===== config.mk =====
export PLATFORM = sky130hd
export DESIGN_NAME = i2c_slave_serial_ctrl
export DESIGN_NICKNAME = d
export VERILOG_FILES = /design/src/rtl/i2c_slave_serial_ctrl.sv
export SDC_FILE = /design/constraint.sdc
export NUM_CORES = 1
export LEC_CHECK = 0
export BUFFER_PORTS_ARGS = -buffer_cell sky130_fd_sc_hd__buf_2
export CORE_ASPECT_RATIO = 2
export CORE_MARGIN = 2
export CORE_UTILIZATION = 54
export DETAILED_ROUTE_END_ITERATION = 6
export PLACE_DENSITY_LB_ADDON = 0.08
export SKIP_CTS_REPAIR_TIMING = 1
export SYNTH_ARGS = -nofsm -noshare
export SYNTH_HDL_FRONTEND = slang
export SYNTH_SLANG_ARGS = --single-unit

===== constraint.sdc =====
create_clock -name clk -period 2.8 [get_ports clk]
set_clock_uncertainty 0.2 [all_clocks]
set_input_delay 0.42 -clock clk [delete_from_list [all_inputs] [get_ports clk]]
set_output_delay 0.42 -clock clk [all_outputs]
set_load 0.05 [all_outputs]

===== src/rtl/i2c_slave_serial_ctrl.sv =====
// -----------------------------------------------------------------------------
// i2c_slave_serial_ctrl
// Byte-level I2C slave controller. Works from an already debounced and
// delayed bus (sclDly / sdaDebOut) plus a START/STOP detector, and turns
// bus transactions into register-file accesses:
//   write: START, {ADDR,W}, register address, data bytes..., STOP
//   read : START, {ADDR,R}, data bytes sent until the master NACKs, STOP
// The register address auto-increments (wrapping at 8'hFF) after every data
// byte and is kept across repeated STARTs.
//
// Ports
//   clk               in   system clock, all logic on its rising edge
//   rst               in   synchronous active-low reset
//   rstSerialI2c      in   bit-level restart from the debouncer (repeated START)
//   sclDly            in   delayed, debounced SCL
//   sdaDebOut         in   debounced SDA
//   startStopDetState in   detector status: 0 = none, 1 = START, 2 = STOP
//   sdaDebIn          out  SDA drive: 0 pulls low, 1 releases
//   clearStartStopDet out  one-cycle pulse clearing the detector status
//   regAddr           out  current register-file address
//   dataToRegIf       out  write data
//   writeEn           out  one-cycle register write strobe
//   readEn            out  one-cycle register read strobe
//   dataFromRegIf     in   read data, valid one clk after readEn
// -----------------------------------------------------------------------------
module i2c_slave_serial_ctrl #(
    parameter logic [6:0] DEVICE_ADDRESS = 7'h3C
) (
    input  logic       clk,
    input  logic       rst,
    input  logic       rstSerialI2c,
    input  logic       sclDly,
    input  logic       sdaDebOut,
    input  logic [1:0] startStopDetState,
    output logic       sdaDebIn,
    output logic       clearStartStopDet,
    output logic [7:0] regAddr,
    output logic [7:0] dataToRegIf,
    output logic       writeEn,
    output logic       readEn,
    input  logic [7:0] dataFromRegIf
);

    localparam logic [1:0] DET_START = 2'd1;
    localparam logic [1:0] DET_STOP  = 2'd2;

    typedef enum logic [3:0] {
        ST_IDLE        = 4'd0,
        ST_RX_ADDR     = 4'd1,
        ST_ADDR_ACK    = 4'd2,
        ST_RX_REGADDR  = 4'd3,
        ST_REGADDR_ACK = 4'd4,
        ST_RX_DATA     = 4'd5,
        ST_DATA_ACK    = 4'd6,
        ST_TX_DATA     = 4'd7,
        ST_TX_ACKCHK   = 4'd8,
        ST_WAIT_STOP   = 4'd9
    } state_t;

    state_t      state_q;
    logic        scl_q;
    logic [7:0]  shift_q;     // receive shift register, reused as transmit shifter
    logic [3:0]  bitcnt_q;    // counts SCL rises within the current 9-clock frame
    logic        rw_q;        // 1 = read transaction
    logic        nack_q;      // master acknowledge bit sampled in TX_ACKCHK
    logic [1:0]  txstep_q;    // 1: readEn cycle, 2: load data, 3: drive bit 7
    logic        sda_q;
    logic        clear_q;
    logic        wen_q;
    logic        ren_q;
    logic [7:0]  regaddr_q;
    logic [7:0]  wdata_q;

    logic        scl_rise;
    logic        scl_fall;
    logic [7:0]  rx_byte_d;

    assign scl_rise  = sclDly & ~scl_q;
    assign scl_fall  = ~sclDly & scl_q;
    // Byte value including the bit being sampled on this rise.
    assign rx_byte_d = {shift_q[6:0], sdaDebOut};

    assign sdaDebIn          = sda_q;
    assign clearStartStopDet = clear_q;
    assign regAddr           = regaddr_q;
    assign dataToRegIf       = wdata_q;
    assign writeEn           = wen_q;
    assign readEn            = ren_q;

    // Protocol FSM with all registered outputs.
    always_ff @(posedge clk) begin
        if (!rst) begin
            state_q   <= ST_IDLE;
            scl_q     <= 1'b1;
            shift_q   <= 8'h00;
            bitcnt_q  <= 4'd0;
            rw_q      <= 1'b0;
            nack_q    <= 1'b1;
            txstep_q  <= 2'd0;
            sda_q     <= 1'b1;
            clear_q   <= 1'b0;
            wen_q     <= 1'b0;
            ren_q     <= 1'b0;
            regaddr_q <= 8'h00;
            wdata_q   <= 8'h00;
        end else begin
            scl_q   <= sclDly;
            clear_q <= 1'b0;
            wen_q   <= 1'b0;
            ren_q   <= 1'b0;
            // Post-write increment happens the cycle after the strobe, so the
            // register file sees the pre-increment address with writeEn.
            if (wen_q) begin
                regaddr_q <= regaddr_q + 8'd1;
            end

            if (startStopDetState == DET_STOP) begin
                // STOP wins over everything; a partial byte is simply dropped.
                state_q  <= ST_IDLE;
                sda_q    <= 1'b1;
                clear_q  <= 1'b1;
                bitcnt_q <= 4'd0;
                shift_q  <= 8'h00;
                txstep_q <= 2'd0;
            end else if (rstSerialI2c && (state_q != ST_IDLE)) begin
                // Repeated START: restart address phase, keep regAddr.
                state_q  <= ST_RX_ADDR;
                sda_q    <= 1'b1;
                clear_q  <= 1'b1;
                bitcnt_q <= 4'd0;
                shift_q  <= 8'h00;
                txstep_q <= 2'd0;
            end else begin
                case (state_q)
                    ST_IDLE: begin
                        if (startStopDetState == DET_START) begin
                            state_q  <= ST_RX_ADDR;
                            clear_q  <= 1'b1;
                            bitcnt_q <= 4'd0;
                            shift_q  <= 8'h00;
                        end
                    end
                    ST_RX_ADDR, ST_RX_REGADDR, ST_RX_DATA: begin
                        if (scl_rise) begin
                            shift_q  <= rx_byte_d;
                            bitcnt_q <= bitcnt_q + 4'd1;
                            if (bitcnt_q == 4'd7) begin
                                case (state_q)
                                    ST_RX_ADDR: begin
                                        if (rx_byte_d[7:1] == DEVICE_ADDRESS) begin
                                            state_q <= ST_ADDR_ACK;
                                            rw_q    <= rx_byte_d[0];
                                        end else begin
                                            state_q <= ST_WAIT_STOP;
                                            sda_q   <= 1'b1;
                                        end
                                    end
                                    ST_RX_REGADDR: begin
                                        regaddr_q <= rx_byte_d;
                                        state_q   <= ST_REGADDR_ACK;
                                    end
                                    default: begin
                                        wdata_q <= rx_byte_d;
                                        wen_q   <= 1'b1;
                                        state_q <= ST_DATA_ACK;
                                    end
                                endcase
                            end
                        end
                    end
                    ST_ADDR_ACK, ST_REGADDR_ACK, ST_DATA_ACK: begin
                        // bitcnt 8: falling edge after bit 8 starts the ACK;
                        // bitcnt 9: falling edge after the 9th clock ends it.
                        if (scl_rise) begin
                            bitcnt_q <= bitcnt_q + 4'd1;
                        end else if (scl_fall && (bitcnt_q == 4'd8)) begin
                            sda_q <= 1'b0;
                        end else if (scl_fall && (bitcnt_q == 4'd9)) begin
                            sda_q    <= 1'b1;
                            bitcnt_q <= 4'd0;
                            shift_q  <= 8'h00;
                            if (state_q != ST_ADDR_ACK) begin
                                state_q <= ST_RX_DATA;
                            end else if (rw_q) begin
                                state_q  <= ST_TX_DATA;
                                ren_q    <= 1'b1;
                                txstep_q <= 2'd1;
                            end else begin
                                state_q <= ST_RX_REGADDR;
                            end
                        end
                    end
                    ST_TX_DATA: begin
                        case (txstep_q)
                            2'd1: txstep_q <= 2'd2;
                            2'd2: begin
                                shift_q  <= dataFromRegIf;
                                txstep_q <= 2'd3;
                            end
                            2'd3: begin
                                sda_q     <= shift_q[7];
                                shift_q   <= {shift_q[6:0], 1'b0};
                                regaddr_q <= regaddr_q + 8'd1;
                                txstep_q  <= 2'd0;
                            end
                            default: begin
                                if (scl_rise) begin
                                    bitcnt_q <= bitcnt_q + 4'd1;
                                    if (bitcnt_q == 4'd7) begin
                                        state_q <= ST_TX_ACKCHK;
                                    end
                                end else if (scl_fall && (bitcnt_q != 4'd0)) begin
                                    sda_q   <= shift_q[7];
                                    shift_q <= {shift_q[6:0], 1'b0};
                                end
                            end
                        endcase
                    end
                    ST_TX_ACKCHK: begin
                        if (scl_rise) begin
                            bitcnt_q <= bitcnt_q + 4'd1;
                            nack_q   <= sdaDebOut;
                        end else if (scl_fall && (bitcnt_q == 4'd8)) begin
                            sda_q <= 1'b1;
                        end else if (scl_fall && (bitcnt_q == 4'd9)) begin
                            bitcnt_q <= 4'd0;
                            if (nack_q) begin
                                state_q <= ST_WAIT_STOP;
                            end else begin
                                state_q  <= ST_TX_DATA;
                                ren_q    <= 1'b1;
                                txstep_q <= 2'd1;
                            end
                        end
                    end
                    ST_WAIT_STOP: begin
                        sda_q <= 1'b1;
                    end
                    default: begin
                        state_q <= ST_IDLE;
                        sda_q   <= 1'b1;
                    end
                endcase
            end
        end
    end

endmodule


==> flow_metrics.env, run 1 <==
export IMPL_yosysUniqueCellTypes=60
export IMPL_ant_nets=0
export IMPL_nets=372
export IMPL_grt_pass1_vias=2397
export IMPL_worstPathRequired_ns=2.83
export IMPL_rrSetupSlack_ns=0.24
export IMPL_path_class="reg -> reg"
export IMPL_avgSynthCellArea_um2=8.386
export IMPL_clk_insertion_delay_late_ns=0.31
export IMPL_reg2reg_to="sdaDebIn"
export IMPL_cp_arrival_ns=2.59
export IMPL_wl_per_cell_um=17.46
export IMPL_yosysSeqAreaShare_pct=30.97
export IMPL_syn_nets=340
export IMPL_synth_top_area_cell="dfxtp_1"
export IMPL_yosysTopAreaCellShare_pct=30.97
export IMPL_area_growth_pct=13.55
export IMPL_cts_buffer_depth=2
export IMPL_cts_tree="done"
export IMPL_tightest_slew_ns=0.7112
export IMPL_yosys_top_cells_area="dfxtp_1 (31%), mux2i_1 (9.1%), nand2_1 (4.7%), nor2_1 (4.4%), ha_1 (4.2%)"
export IMPL_synthCells=316
export IMPL_rsz0062_at_grt="false"
export IMPL_hold_path_depth=3
export IMPL_peakVddDrop_mv=0.5989
export IMPL_routed_wl_um=7087
export IMPL_worst_r2r_path_depth=5
export IMPL_grt_max_degree=24
export IMPL_h_tree_depth=2
export IMPL_n_fill_cell=432
export IMPL_antenna_found_initial=0
export IMPL_drc=0
export IMPL_yosys_most_used_dff="dfxtp_1"
export IMPL_die_h_um=103.1
export IMPL_num_vias=2503
export IMPL_finalHoldViolations=0
export IMPL_status="finished, final reports clean"
export IMPL_tns_ns=0
export IMPL_fin_ws_ns=0.2392
export IMPL_numPortBuffers=34
export IMPL_grt_pass1_wl_um=11540
export IMPL_post_route_period_util_pct=91.46
export IMPL_synth_commonest_cells="dfxtp_1 (41), nand2_1 (33), nor2_1 (31)"
export IMPL_power_density_nw_per_um2=639.5
export IMPL_use_met3_pct=5.362
export IMPL_multi_input_area_um2=1698
export IMPL_io_pin_count=35
export IMPL_min_from="sclDly"
export IMPL_cp_slowest_cell="dfxtp_1"
export IMPL_synthMostInstantiatedCell="dfxtp_1"
export IMPL_cap_violations=0
export IMPL_synth_edf_count=0
export IMPL_drive_above_1_share_pct=18.05
export IMPL_clk_pin_slew_worst_paths_ns=0.08
export IMPL_grt_overflow_total=0
export IMPL_drtIter0Drc=86
export IMPL_place_area_um2=2888
export IMPL_fin_crit_ns=2.561
export IMPL_crit_path_end="sdaDebIn"
export IMPL_initial_core_util_pct=54.98
export IMPL_worstReg2RegStart="state_q[3]"
export IMPL_synth_async_reset_ratio_pct=0
export IMPL_cp_start_kind="flip-flop"
export IMPL_numCtsBuffers=5
export IMPL_syn_cell_area_um2=2650
export IMPL_grt_total_usage_pct=28.95
export IMPL_regArea_um2=822.0
export IMPL_n_antenna_cell=0
export IMPL_maxSlewViolCount=0
export IMPL_rows=36
export IMPL_max_freq_ghz=0.3905
export IMPL_vias_per_cell=6.165
export IMPL_met1_usage_pct=29.70
export IMPL_slew_headroom_pct=52.52
export IMPL_cp_startpoint="state_q[3]"
export IMPL_endpoint_kind="flip-flop"
export IMPL_post_place_ws_ns=0.1176
export IMPL_top_usage_layer="met2"
export IMPL_ys_warn_count=0
export IMPL_clkSinkCount=41
export IMPL_chipWidth_um=53.54
export IMPL_critPathMaxStageDelay_ns=0.54
export IMPL_cellLeakagePower_uw=0.001144
export IMPL_finalInstanceArea_um2=3009
export IMPL_path_cells="nor4b_1 > a21boi_1 > a2bb2oi_1 > a211oi_1 > mux2i_1"
export IMPL_synth_ff_latch_count=41
export IMPL_core_um2=4820
export IMPL_hp_class="in -> reg"
export IMPL_gp_congestion=0.9615
export IMPL_path_max_fanout=21
export IMPL_die_area_um2=5518
export IMPL_final_util_pct=62.44
export IMPL_grt_util_met2_pct=50.62
export IMPL_setup_viol=0
export IMPL_first_pass_iters=4
export IMPL_dpl_hpwl_um=5449
export IMPL_cts_root_buf="clkbuf_8"
-- layout make-up --
type | instances | area share, %
clock buffers | 6 | 2.744
clock inverters | 2 | 1.247
inverters | 12 | 1.497
multi-input cells | 243 | 56.42
flip-flops and latches | 41 | 27.32
well taps | 57 | 2.370
repair buffers | 45 | 8.399
-- cell usage in the layout, fill, tap and decap left out, types with 3 or more instances in the layout --
cell / count
dfxtp_1: 40
buf_2: 34
nand2_1: 33
nor2_1: 31
mux2i_1: 24
nand3_1: 13
inv_1: 12
buf_4: 11
o22ai_1: 9
a21oi_1: 9
ha_1: 9
a32o_1: 8
nand2b_1: 7
nor3_1: 7
a211oi_1: 7
xor2_1: 7
xnor2_1: 6
clkbuf_8: 6
nor2b_1: 5
o21ai_0: 5
a21boi_1: 4
o311ai_0: 4
nand4_1: 4
a22oi_1: 4
o21a_1: 3
o21ai_1: 3
a221oi_1: 3
-- stage by stage --
stage | std cells | total power [uW] | hold slack [ns]
after global routing | 406 | 2020 | 0.1627
after global placement | 398 | 1414 | 0.2548
after detailed placement | 398 | 1418 | 0.2672
final | 406 | 1924 | 0.1526
after CTS | 406 | 1928 | 0.1437
after floorplan | 316 | 1228 | 0.2382
-- worst min path at each step --
stage / to
finish: scl_q
CTS: scl_q
floorplan: shift_q[7]
global route: scl_q
global placement: shift_q[7]
detailed placement: shift_q[7]
-- flip-flops by register name, summed over array words and instances, names as in the netlist --
register,flops
dataToRegIf,8
regAddr,8
shift_q,8
bitcnt_q,4
state_q,4
txstep_q,2
clearStartStopDet,1
nack_q,1
readEn,1
rw_q,1
scl_q,1
sdaDebIn,1
writeEn,1
-- metal layers --
layer	part of all wire (%)	wire length (um)	up-vias
met4	5.5	391	0
met5	0	0	-
met3	3.7	261	25
met2	53	3782	76
met1	37	2653	1180
li1	-	-	1222
-- power by group --
group / leakage [uW] / switching (uW) / internal, uW
Clock: 0.0000574 / 220 / 290
Sequential: 0.000331 / 81.4 / 608
Combinational: 0.000755 / 418 / 307
Total: 0.00114 / 719 / 1200
-- cells by family after synthesis --
logic type,synth area share [%]
AND/OR/NAND/NOR,24.65
flip-flops,30.97
AO/OA/AOI/OAI,21.81
adder cells (fa/ha/maj),4.249
buffers and inverters,4.958
XOR/XNOR,4.297
multiplexers,9.065
-- worst max-delay path: cells and delay by family (launching register included) --
family,cells,cell delay (ns)
and+or+nand+nor,1,0.54
AOI/OAI and AO/OA,3,0.97
DFF,1,0.54
muxes,1,0.22
Note: power is estimated with default switching activity, not from simulation.
==> run 2, diff against run 1 <==
==> constraint.sdc (replaced) <==
create_clock -name clk -period 2.8 [get_ports clk]
set_clock_uncertainty 0.2 [all_clocks]
set_input_delay 0.7 -clock clk [delete_from_list [all_inputs] [get_ports clk]]
set_output_delay 0.7 -clock clk [all_outputs]
set_load 0.05 [all_outputs]
==> run 2 against run 1 <==
  * Cell count up 0.74%
  * Setup slack improved by 0.10 ns
  * Die area did not move
  * Combinational power is 2% higher
  * Critical endpoint is now bitcnt_q[2]
==> flow_metrics.env, run 2 (synthesis results as in run 1) <==
export IMPL_grt_total_usage_pct=26.35
export IMPL_hold_path_depth=2
export IMPL_cap_violations=0
export IMPL_cellLeakagePower_uw=0.001160
export IMPL_finalPower_uw=1925
export IMPL_rsz0062_at_grt="false"
export IMPL_path_class="reg -> reg"
export IMPL_chipWidth_um=53.54
export IMPL_cp_arrival_ns=2.47
export IMPL_n_antenna_cell=0
export IMPL_grt_pass1_vias=2325
export IMPL_tightest_slew_ns=0.7621
export IMPL_place_area_um2=2910
export IMPL_cts_buffer_depth=2
export IMPL_initial_core_util_pct=54.98
export IMPL_clkSinkCount=41
export IMPL_maxSlewViolCount=0
export IMPL_max_freq_ghz=0.4065
export IMPL_rrSetupSlack_ns=0.34
export IMPL_vias_per_cell=6.027
export IMPL_rows=36
export IMPL_die_h_um=103.1
export IMPL_drc=0
export IMPL_io_pin_count=35
export IMPL_die_area_um2=5518
export IMPL_cts_tree="done"
export IMPL_grt_max_degree=24
export IMPL_antenna_found_initial=0
export IMPL_finalHoldViolations=0
export IMPL_drive_above_1_share_pct=18.47
export IMPL_finalInstanceArea_um2=3030
export IMPL_power_density_nw_per_um2=635.3
export IMPL_numPortBuffers=34
export IMPL_hp_class="reg -> reg"
export IMPL_drtIter0Drc=58
export IMPL_wl_per_cell_um=16.56
export IMPL_fin_crit_ns=2.460
export IMPL_num_vias=2465
export IMPL_path_max_fanout=21
export IMPL_peakVddDrop_mv=0.7517
export IMPL_status="finished, final reports clean"
export IMPL_hold_ws_ns=0.2726
export IMPL_mostFrequentLayoutCells="dfxtp_1 (41), buf_2 (34), nand2_1 (33)"
export IMPL_worst_r2r_path_depth=5
export IMPL_endpoint_kind="flip-flop"
export IMPL_clk_pin_slew_worst_paths_ns=0.08
export IMPL_area_growth_pct=14.35
export IMPL_numCtsBuffers=5
export IMPL_mostFrequentLayoutCell="dfxtp_1"
export IMPL_ant_nets=0
export IMPL_tns_ns=0
export IMPL_slew_headroom_pct=49.12
export IMPL_setup_viol=0
export IMPL_core_um2=4820
export IMPL_nets=375
export IMPL_grt_overflow_total=0
export IMPL_first_pass_iters=4
export IMPL_grt_pass1_wl_um=10780
export IMPL_post_route_period_util_pct=87.85
export IMPL_dpl_hpwl_um=5173
export IMPL_clk_insertion_delay_late_ns=0.30
export IMPL_routed_wl_um=6774
export IMPL_cp_start_kind="flip-flop"
export IMPL_gp_congestion=0.8851
export IMPL_h_tree_depth=2
export IMPL_cts_root_buf="clkbuf_8"
export IMPL_worstPathRequired_ns=2.81
## run 2: area by class of cell
type	count	area, um2
repair buffers	48	275.3
multi-input cells	243	1698
clock inverters	2	37.54
inverters	12	45.04
flip-flops and latches	41	820.8
well taps	57	71.32
fillers	442	1789
clock buffers	6	82.58
## run 2: worst max-delay path, cell delays in order, from the launching register on
cell and delay [ns]:
dfxtp_1 0.82, nor4b_2 0.49, nand2_1 0.17, o21ai_0 0.25, nand2_1 0.15, o32ai_1 0.27
## run 2: per-layer routing
layer | wire length [um] | part of all wire [%] | vias up | track usage, %
met3 | 223 | 3.3 | 17 | 4.783
met4 | 243 | 3.6 | 0 | 11.44
met1 | 2666 | 39 | 1154 | 29.51
li1 | - | - | 1231 | -
met2 | 3641 | 54 | 63 | 46.72
met5 | 0 | 0 | - | 0
## run 2: through the flow
stage / util [%] / worst slack [ns] / instances
6_report: 62.88 / 0.3402 / 409
5_1_grt: 62.88 / 0.1830 / 409
4_1_cts: 62.88 / 0.3983 / 409
3_5_place_dp: 60.38 / 0.2535 / 401
3_3_place_gp: 60.38 / 0.3339 / 401
2_1_floorplan: - / 0.5745 / 316
## run 2: report_power, final
| group | switching [uW] | leakage [uW] | internal (uW) | total (uW) |
|---|---|---|---|---|
| clock | 213 | 0.0000574 | 290 | 503 |
| sequential | 80.0 | 0.000331 | 607 | 687 |
| combinational | 420 | 0.000772 | 316 | 736 |
## run 2: worst paths after layout
check / startpoint / endpoint
setup / recovery: state_q[3] / bitcnt_q[2]
hold reg to reg: shift_q[7] / shift_q[7]
hold / removal: shift_q[7] / shift_q[7]
setup reg to reg: state_q[3] / bitcnt_q[2]
==> run 3, diff against run 2 <==
- PLACE_DENSITY: unset -> 0.75
- PLACE_DENSITY_LB_ADDON: 0.08 -> unset
==> run 3 against run 2 <==
  * Non-clock buffer count fell by 3
  * Global-route usage grew 2.2 points
  * Fmax rose by 0.64%
  * Worst hold slack improved by 0.013 ns
  * Sequential share of layout area is 0.25 points higher
  * Clock power decreased by 2%
  * Sequential power shrank 2%
  * Core utilization shrank 0.57 points
==> flow_metrics.env, run 3 (synthesis results as in run 1) <==
export IMPL_cp_slowest_cell="dfxtp_1"
export IMPL_numCtsBuffers=5
export IMPL_path_max_fanout=21
export IMPL_vias_per_cell=6.286
export IMPL_antenna_found_initial=0
export IMPL_die_h_um=103.1
export IMPL_drtIter0Drc=78
export IMPL_clk_insertion_delay_late_ns=0.31
export IMPL_h_tree_depth=2
export IMPL_maxSlewViolCount=0
export IMPL_slew_headroom_pct=49.02
export IMPL_drive_above_1_share_pct=17.77
export IMPL_n_fill_cell=451
export IMPL_tightest_slew_ns=0.7636
export IMPL_die_area_um2=5518
export IMPL_rsz0062_at_grt="false"
export IMPL_status="finished, final reports clean"
export IMPL_drc=0
export IMPL_pwr_share_clk_pct=26.0
export IMPL_cap_violations=0
export IMPL_top_usage_layer="met2"
export IMPL_io_pin_count=35
export IMPL_cts_root_buf="clkbuf_8"
export IMPL_hold_ws_ns=0.2852
export IMPL_grt_util_met2_pct=51.19
export IMPL_cp_top_family="simple AND/OR/NAND/NOR gates"
export IMPL_chipWidth_um=53.54
export IMPL_gp_congestion=0.9731
export IMPL_peakVddDrop_mv=0.4558
export IMPL_grt_pass1_wl_um=11370
export IMPL_p_seq_share_pct=35.5
export IMPL_final_util_pct=62.31
export IMPL_cp_common_cell="nand2_1"
export IMPL_setup_viol=0
export IMPL_n_antenna_cell=0
export IMPL_cts_buffer_depth=2
export IMPL_dpl_hpwl_um=5663
export IMPL_post_route_period_util_pct=87.29
export IMPL_fin_crit_ns=2.444
export IMPL_num_vias=2552
export IMPL_grt_max_degree=22
export IMPL_core_um2=4820
export IMPL_mostFrequentLayoutCells="dfxtp_1 (41), buf_2 (34), nand2_1 (33)"
export IMPL_first_pass_iters=4
export IMPL_cellLeakagePower_uw=0.001140
export IMPL_endpoint_kind="flip-flop"
export IMPL_power_frac_comb_pct=38.5
export IMPL_ant_nets=0
export IMPL_cp_arrival_ns=2.47
export IMPL_path_buf_inv=0
export IMPL_cts_tree="done"
export IMPL_wl_per_cell_um=17.83
export IMPL_routed_wl_um=7239
export IMPL_switchingPower_uw=728.3
export IMPL_grt_overflow_total=0
export IMPL_area_growth_pct=13.31
export IMPL_clk_pin_slew_worst_paths_ns=0.09
export IMPL_tns_ns=0
export IMPL_sw_frac_of_total_pct=38.27
export IMPL_worstPathRequired_ns=2.83
export IMPL_internal_power_uw=1175
export IMPL_power_density_nw_per_um2=633.7
export IMPL_hp_class="reg -> reg"
export IMPL_use_met3_pct=4.493
export IMPL_rows=36
export IMPL_critPathMaxStageDelay_ns=0.82
export IMPL_met1_usage_pct=27.58
export IMPL_path_cells="nor4b_2 > nand2_1 > o21ai_0 > nand2_1 > o32ai_1"
export IMPL_initial_core_util_pct=54.98
export IMPL_grt_total_usage_pct=28.56
export IMPL_grt_pass1_vias=2381
export IMPL_max_freq_ghz=0.4091
export IMPL_cp_start_kind="flip-flop"
export IMPL_mostFrequentLayoutCell="dfxtp_1"
export IMPL_numPortBuffers=34
export IMPL_finalHoldViolations=0
export IMPL_path_class="reg -> reg"
export IMPL_nets=372
export IMPL_clkSinkCount=41
## run 3: area by class of cell
type	instances	area (um2)	share of cell area (%)
well taps	57	71.32	2.375
repair buffers	45	252.7	8.417
clock inverters	3	46.29	1.542
clock buffers	5	68.82	2.292
flip-flops and latches	41	820.8	27.33
inverters	12	45.04	1.500
multi-input cells	243	1698	56.54
## run 3: per-layer routing
metal	up-vias	wire, um
li1	1229	-
met1	1214	2590
met2	79	3935
met3	30	252
met4	0	461
met5	-	0
## run 3: per-stage QoR
| stage | setup WS (ns) | cell area (um2) | cells | total power [uW] |
|---|---|---|---|---|
| 3_3_place_gp | 0.2864 | 2888 | 398 | 1401 |
| 3_5_place_dp | 0.2779 | 2888 | 398 | 1407 |
| 2_1_floorplan | 0.5745 | 2650 | 316 | 1228 |
| 5_1_grt | 0.1543 | 3003 | 406 | 1993 |
| 6_report | 0.3559 | 3003 | 406 | 1903 |
| 4_1_cts | 0.3836 | 3003 | 406 | 1899 |
## run 3: path summary, 6_finish.rpt
check	slack, ns	from	to	depth (start not counted)
max	0.36	state_q[3]	bitcnt_q[2]	5
min	0.29	shift_q[7]	shift_q[7]	2
max reg2reg	0.36	state_q[3]	bitcnt_q[2]	5
min reg2reg	0.29	shift_q[7]	shift_q[7]	2
## run 3: power groups by stage
stage	clock [uW]	sequential (uW)	combinational, uW
final	494	676	732
after floorplan	0	653	575
after global placement	0	687	714
after CTS	504	674	721
after detailed placement	0	687	720
after global routing	523	682	788
## run 3: worst reg2reg max path: cells and delay by family (launching register included)
| kind | cells | cell delay, ns |
|---|---|---|
| simple gates | 3 | 0.84 |
| flops | 1 | 0.82 |
| compound gates | 2 | 0.51 |
